<file path="src/rtl/spi_pkg.sv">
// Shared definitions for the SPI host and the on-chip SPI responder: command
// bytes, request opcode encoding and host FSM state encoding.
package spi_pkg;

  localparam logic [7:0] CMD_READ   = 8'h03;
  localparam logic [7:0] CMD_WRITE  = 8'h02;
  localparam logic [7:0] CMD_STREAM = 8'h80;
  localparam logic [7:0] CMD_NOP    = 8'h00;

  typedef enum logic [1:0] {
    OP_READ   = 2'b00,
    OP_WRITE  = 2'b01,
    OP_STREAM = 2'b10,
    OP_NOP    = 2'b11
  } req_op_e;

  // ST_GAP is only reachable when the inter-sequence gap is enabled.
  typedef enum logic [2:0] {
    ST_IDLE = 3'd0,
    ST_ARG  = 3'd1,
    ST_DATA = 3'd2,
    ST_WAIT = 3'd3,
    ST_CAPT = 3'd4,
    ST_GAP  = 3'd5
  } host_state_e;

  typedef struct packed {
    req_op_e    op;
    logic [4:0] addr;
    logic [7:0] data;
  } host_req_t;

endpackage

</file>
<file path="src/rtl/spi_host_if.sv">
// Request/response bus between control logic (master) and the SPI host (slave).
interface spi_host_if;

  logic       req_valid;
  logic       req_ready;
  logic [1:0] req_op;
  logic [4:0] req_addr;
  logic [7:0] req_data;
  logic       rsp_valid;
  logic [7:0] rsp_data;

  modport master (
    output req_valid, req_op, req_addr, req_data,
    input  req_ready, rsp_valid, rsp_data
  );

  modport slave (
    input  req_valid, req_op, req_addr, req_data,
    output req_ready, rsp_valid, rsp_data
  );

endinterface

</file>
<file path="src/rtl/spi_host.sv">
// Byte-wide SPI command initiator: turns one request into READ/WRITE/STREAM byte
// sequences on mosi. Define SPI_HOST_NOP_GAP_EN to insert one idle GAP cycle after each sequence.
module spi_host
  import spi_pkg::*;
(
  input  logic       sclk,
  input  logic       rst_n,
  spi_host_if.slave  bus,
  output logic [7:0] mosi,
  output logic       cs,
  input  logic [7:0] miso
);

`ifdef SPI_HOST_NOP_GAP_EN
  localparam host_state_e LAST_NEXT = ST_GAP;
`else
  localparam host_state_e LAST_NEXT = ST_IDLE;
`endif

  host_state_e state_q, state_d;
  host_req_t   req_q, req_d;
  logic [7:0]  mosi_q, mosi_d;
  logic        cs_q, cs_d;
  logic        rsp_valid_q, rsp_valid_d;
  logic [7:0]  rsp_data_q, rsp_data_d;
  logic        accept;
  req_op_e     in_op;

  assign bus.req_ready = (state_q == ST_IDLE);
  assign accept        = bus.req_valid && bus.req_ready;
  assign in_op         = req_op_e'(bus.req_op);

  // State and output registers.
  always_ff @(posedge sclk) begin
    // NOTE: sequential state uses non-blocking assignments so every flop
    // samples the pre-edge values regardless of statement order.
    if (!rst_n) begin
      state_q     <= ST_IDLE;
      req_q       <= '{op: OP_NOP, addr: 5'd0, data: 8'd0};
      mosi_q      <= CMD_NOP;
      cs_q        <= 1'b0;
      rsp_valid_q <= 1'b0;
      rsp_data_q  <= 8'h00;
    end else begin
      state_q     <= state_d;
      req_q       <= req_d;
      mosi_q      <= mosi_d;
      cs_q        <= cs_d;
      rsp_valid_q <= rsp_valid_d;
      rsp_data_q  <= rsp_data_d;
    end
  end

  // Next-state logic.
  always_comb begin
    // NOTE: a default assignment before the case keeps every path assigned,
    // so no latch is inferred.
    state_d = state_q;
    case (state_q)
      ST_IDLE: begin
        if (accept) begin
          case (in_op)
            OP_READ, OP_WRITE: state_d = ST_ARG;
            OP_STREAM:         state_d = ST_DATA;
            default:           state_d = ST_IDLE;
          endcase
        end
      end
      ST_ARG:  state_d = (req_q.op == OP_READ) ? ST_WAIT : ST_DATA;
      ST_DATA: state_d = LAST_NEXT;
      ST_WAIT: state_d = ST_CAPT;
      ST_CAPT: state_d = LAST_NEXT;
`ifdef SPI_HOST_NOP_GAP_EN
      ST_GAP:  state_d = ST_IDLE;
`endif
      default: state_d = ST_IDLE;
    endcase
  end

  // Output logic: the byte computed here appears on mosi after the edge that
  // performs the matching state transition.
  always_comb begin
    req_d       = req_q;
    mosi_d      = CMD_NOP;
    cs_d        = 1'b0;
    rsp_valid_d = 1'b0;
    rsp_data_d  = rsp_data_q;
    case (state_q)
      ST_IDLE: begin
        if (accept) begin
          req_d = '{op: in_op, addr: bus.req_addr, data: bus.req_data};
          case (in_op)
            OP_READ: begin
              mosi_d = CMD_READ;
              cs_d   = 1'b1;
            end
            OP_WRITE: begin
              mosi_d = CMD_WRITE;
              cs_d   = 1'b1;
            end
            OP_STREAM: begin
              mosi_d = CMD_STREAM;
              cs_d   = 1'b1;
            end
            default: ;
          endcase
        end
      end
      ST_ARG: begin
        cs_d   = 1'b1;
        mosi_d = (req_q.op == OP_READ) ? {3'b000, req_q.addr}
                                       : {4'b0000, req_q.addr[3:0]};
      end
      ST_DATA: begin
        cs_d   = 1'b1;
        mosi_d = req_q.data;
      end
      ST_CAPT: begin
        rsp_data_d  = miso;
        rsp_valid_d = 1'b1;
      end
      default: ;
    endcase
  end

  assign mosi          = mosi_q;
  assign cs            = cs_q;
  assign bus.rsp_valid = rsp_valid_q;
  assign bus.rsp_data  = rsp_data_q;

endmodule

</file>
<file path="src/flat_wrapper.sv">
// flat-port wrapper written by rule: the top's interface ports become plain ports
module spi_host_flat import spi_pkg::*;
  (sclk, rst_n, mosi, cs, miso, bus_req_valid, bus_req_op, bus_req_addr, bus_req_data, bus_req_ready, bus_rsp_valid, bus_rsp_data);
  spi_host_if bus_i ();
  input  logic sclk;
  input  logic rst_n;
  output logic [7:0] mosi;
  output logic cs;
  input  logic [7:0] miso;
  input wire logic [$bits(bus_i.req_valid)-1:0] bus_req_valid;
  input wire logic [$bits(bus_i.req_op)-1:0] bus_req_op;
  input wire logic [$bits(bus_i.req_addr)-1:0] bus_req_addr;
  input wire logic [$bits(bus_i.req_data)-1:0] bus_req_data;
  output wire logic [$bits(bus_i.req_ready)-1:0] bus_req_ready;
  output wire logic [$bits(bus_i.rsp_valid)-1:0] bus_rsp_valid;
  output wire logic [$bits(bus_i.rsp_data)-1:0] bus_rsp_data;
  assign bus_i.req_valid = bus_req_valid;
  assign bus_i.req_op = bus_req_op;
  assign bus_i.req_addr = bus_req_addr;
  assign bus_i.req_data = bus_req_data;
  assign bus_req_ready = bus_i.req_ready;
  assign bus_rsp_valid = bus_i.rsp_valid;
  assign bus_rsp_data = bus_i.rsp_data;
  spi_host u_core (.sclk(sclk), .rst_n(rst_n), .bus(bus_i), .mosi(mosi), .cs(cs), .miso(miso));
endmodule
</file>
<file path="config.mk">
export PLATFORM = sky130hd
export DESIGN_NAME = spi_host_flat
export DESIGN_NICKNAME = d
export VERILOG_FILES = /design/src/rtl/spi_pkg.sv /design/src/rtl/spi_host_if.sv /design/src/rtl/spi_host.sv /design/src/flat_wrapper.sv
export SDC_FILE = /design/constraint.sdc
export NUM_CORES = 1
export LEC_CHECK = 0
export BUFFER_PORTS_ARGS = -buffer_cell sky130_fd_sc_hd__buf_2
export CAP_MARGIN = 20
export CORE_MARGIN = 5
export CORE_UTILIZATION = 49
export CTS_CLUSTER_DIAMETER = 120
export DETAILED_ROUTE_END_ITERATION = 16
export GPL_ROUTABILITY_DRIVEN = 0
export PLACE_DENSITY = 0.88
export RECOVER_POWER = 100
export SLEW_MARGIN = 20
export SYNTH_ARGS = -nofsm -noshare
export SYNTH_HDL_FRONTEND = slang
export SYNTH_SLANG_ARGS = --single-unit
</file>
<file path="constraint.sdc">
create_clock -name sclk -period 2 [get_ports sclk]
set_clock_uncertainty 0.2 [all_clocks]
set_input_delay 0.4 -clock sclk [delete_from_list [all_inputs] [get_ports sclk]]
set_output_delay 0.4 -clock sclk [all_outputs]
set_load 0.02 [all_outputs]
</file>
==> impl_metrics.py <==
metrics = {
    "global_route": {
        "grt_usage_pct": 14.47,
        "grt_pass1_vias": 973,
        "grt_pass1_wl_um": 4409,
        "grt_overflow": 0,
        "grt_max_degree": 25,
        "antenna_found_initial": 0,
    },
    "timing": {
        "fin_hold_ws_ns": 0.09042,
        "finalHoldViolCount": 0,
        "max_slew.worst_pin.slew_ns": 0.3590,
        "max_slew_margin_pct": 76.07,
        "timing.fmax_mhz": 550.0,
        "grt_setup_unrepaired": "false",
        "slew_violations": 0,
        "timing.final.crit_period_ns": 1.818,
        "setup_tns_ns": 0,
        "finalCritPeriodShare_pct": 90.91,
        "setup_viol": 0,
    },
    "placed_design": {
        "place_hpwl_um": 1999,
        "dp.cells": 220,
        "place.port_buffers": 44,
    },
    "cells_and_area": {
        "syn2layout_area_growth_pct": 20.61,
        "drive_gt1_share_pct": 20.81,
        "instances_no_fill": 228,
        "n_antenna_cell": 0,
        "final_net_count": 222,
    },
    "logic_synthesis": {
        "synthCells": 147,
        "yosysWarningCount": 0,
        "netlist-cell-type-count": 31,
        "yosysTopAreaCell": "dfxtp_1",
        "synth-edff-count": 0,
        "synth_flop_cell": "dfxtp_1",
        "synthArstFlopShare_pct": 0,
        "synthTopCellsByArea": "dfxtp_1, nand2_1, mux2i_1",
        "yosysSeqAreaShare_pct": 51.85,
        "syn_nets": 173,
        "syn_area_mm2": 0.001390,
        "ys_ff_latch": 36,
        "syn_avg_cell_area_um2": 9.456,
        "synth_top_area_share_pct": 51.85,
    },
    "setup_path": {
        "critical_path_class": "reg -> out",
        "cp-start-kind": "flip-flop",
        "critPathMaxFanout": 9,
        "end_kind": "output port",
        "worstPathArrival_ns": 1.22,
        "cp.required_ns": 1.40,
    },
    "floorplanning": {
        "die_x_um": 63.26,
        "pin_count": 45,
        "design.core.area_mm2": 0.002734,
        "rows": 19,
        "start_util_pct": 50.85,
        "die_area_mm2": 0.004002,
        "die_height_um": 63.26,
    },
    "clock_network": {
        "clk_pin_slew_worst_paths_ns": 0.10,
        "post-cts-setup-buffers": 0,
        "htree_levels": 2,
        "cts.sinks": 36,
        "ctsHoldBuffers": 0,
        "cts-root-buf": "clkbuf_4",
        "cts-buffers-inserted": 5,
        "clockBufferDepth": 2,
        "cts_tree": "yes",
        "clk_latency_ns": 0.34,
        "post_cts_resized": 0,
    },
    "power_and_ir_drop": {
        "leakage_uw": 0.0006715,
        "powerDensity_mw_per_mm2": 779.1,
        "p_total_uw": 1306,
        "vdd_drop_max_mv": 0.6213,
    },
    "routing": {
        "viasPerCell": 4.904,
        "ant_nets": 0,
        "avgRoutedWirePerCell_um": 12.02,
        "drt-total-wl_um": 2741,
        "drt_iter0_drc": 20,
        "drc": 0,
        "firstDrtPassIters": 4,
        "vias": 1118,
    },
    "run": {
        "cap_viol_max_count": 0,
    },
    "worst_hold_path": {
        "hp-class": "in -> reg",
    },
    "status": {
        "outcome": "completed",
    },
}
worst paths after layout:
path,start,to,slack (ns),cells past startpoint
worst max-delay path,u_core.state_q[0],bus_req_ready,0.18,2
worst min-delay path,bus_req_data[7],u_core.req_q[7],0.09,3
worst max register to register,u_core.state_q[1],u_core.bus.rsp_data[7],0.23,5
worst min register to register,u_core.req_q[11],u_core.req_q[11],0.27,2
state kept, by name, summed over array words and instances, names as in the netlist:
name                  flops
u_core.state_q            3
u_core.mosi               8
u_core.req_q             15
u_core.cs                 1
u_core.bus.rsp_valid      1
u_core.bus.rsp_data       8
synthesized netlist by cell type (all sizes together), types with 2 or more instances:
cell type,count
a22oi,2
buf,6
nor2b,12
nor3,5
nor2,6
and3,2
nor3b,2
nand2,34
clkbuf,2
a21boi,13
dfxtp,36
a21oi,3
inv,2
mux2i,8
worst max-delay path, stage by stage, from the launching register on:
cell and delay, ns:
dfxtp_1 0.40, nor3_2 0.26, clkbuf_2 0.21
cell usage in the layout, fill, tap and decap left out, types with 2 or more instances in the layout:
cell and n:
nor2_1 6, dfxtp_1 36, buf_2 25, a21oi_1 3, and3_1 2, inv_1 2
clkbuf_1 22, nor2b_1 12, mux2i_1 8, nor3_1 4, clkbuf_2 4, clkbuf_4 5
a21boi_0 12, a22oi_1 2, nand2_1 33, nor3b_1 2
per-stage QoR:
step,area (um^2),setup WS (ns),util [%]
floorplan,1390,0.4020,-
global placement,1650,0.3441,60.37
detailed placement,1650,0.3061,60.37
CTS,1709,0.08961,62.52
global route,1677,0.06295,61.33
finish,1677,0.1818,61.33
area by class of cell:
class,count,area (um^2)
flip-flops and latches,36,720.7
multi-input cells,101,623.1
well taps,31,38.79
fillers,237,1057
clock buffers,8,58.81
inverters,2,7.507
repair buffers,50,227.7
power breakdown:
group          leakage (uW)  switching [uW]  internal, uW
clock network     0.0000326             218           173
registers          0.000294            19.5           747
logic              0.000345            83.0          65.1
cell families (layout without fill, tap and decap cells):
group                  after synthesis  count (layout)  synth area share, %
AOI/OAI and AO/OA                   25              25                13.50
buffers and inverters               10              60                3.690
DFF                                 36              36                51.85
muxes                                8               8                5.761
and+or+nand+nor                     68              68                25.20
routing by layer:
layer / vias to the layer above / wire length, um / GRT usage, %
met1: 492 / 1316 / 18.37
met3: 5 / 154 / 3.375
met4: 0 / 81 / 13.25
met5: - / 0 / 0
met2: 25 / 1189 / 19.87
li1: 596 / - / -
No activity file was read; power rests on OpenSTA's default activity.
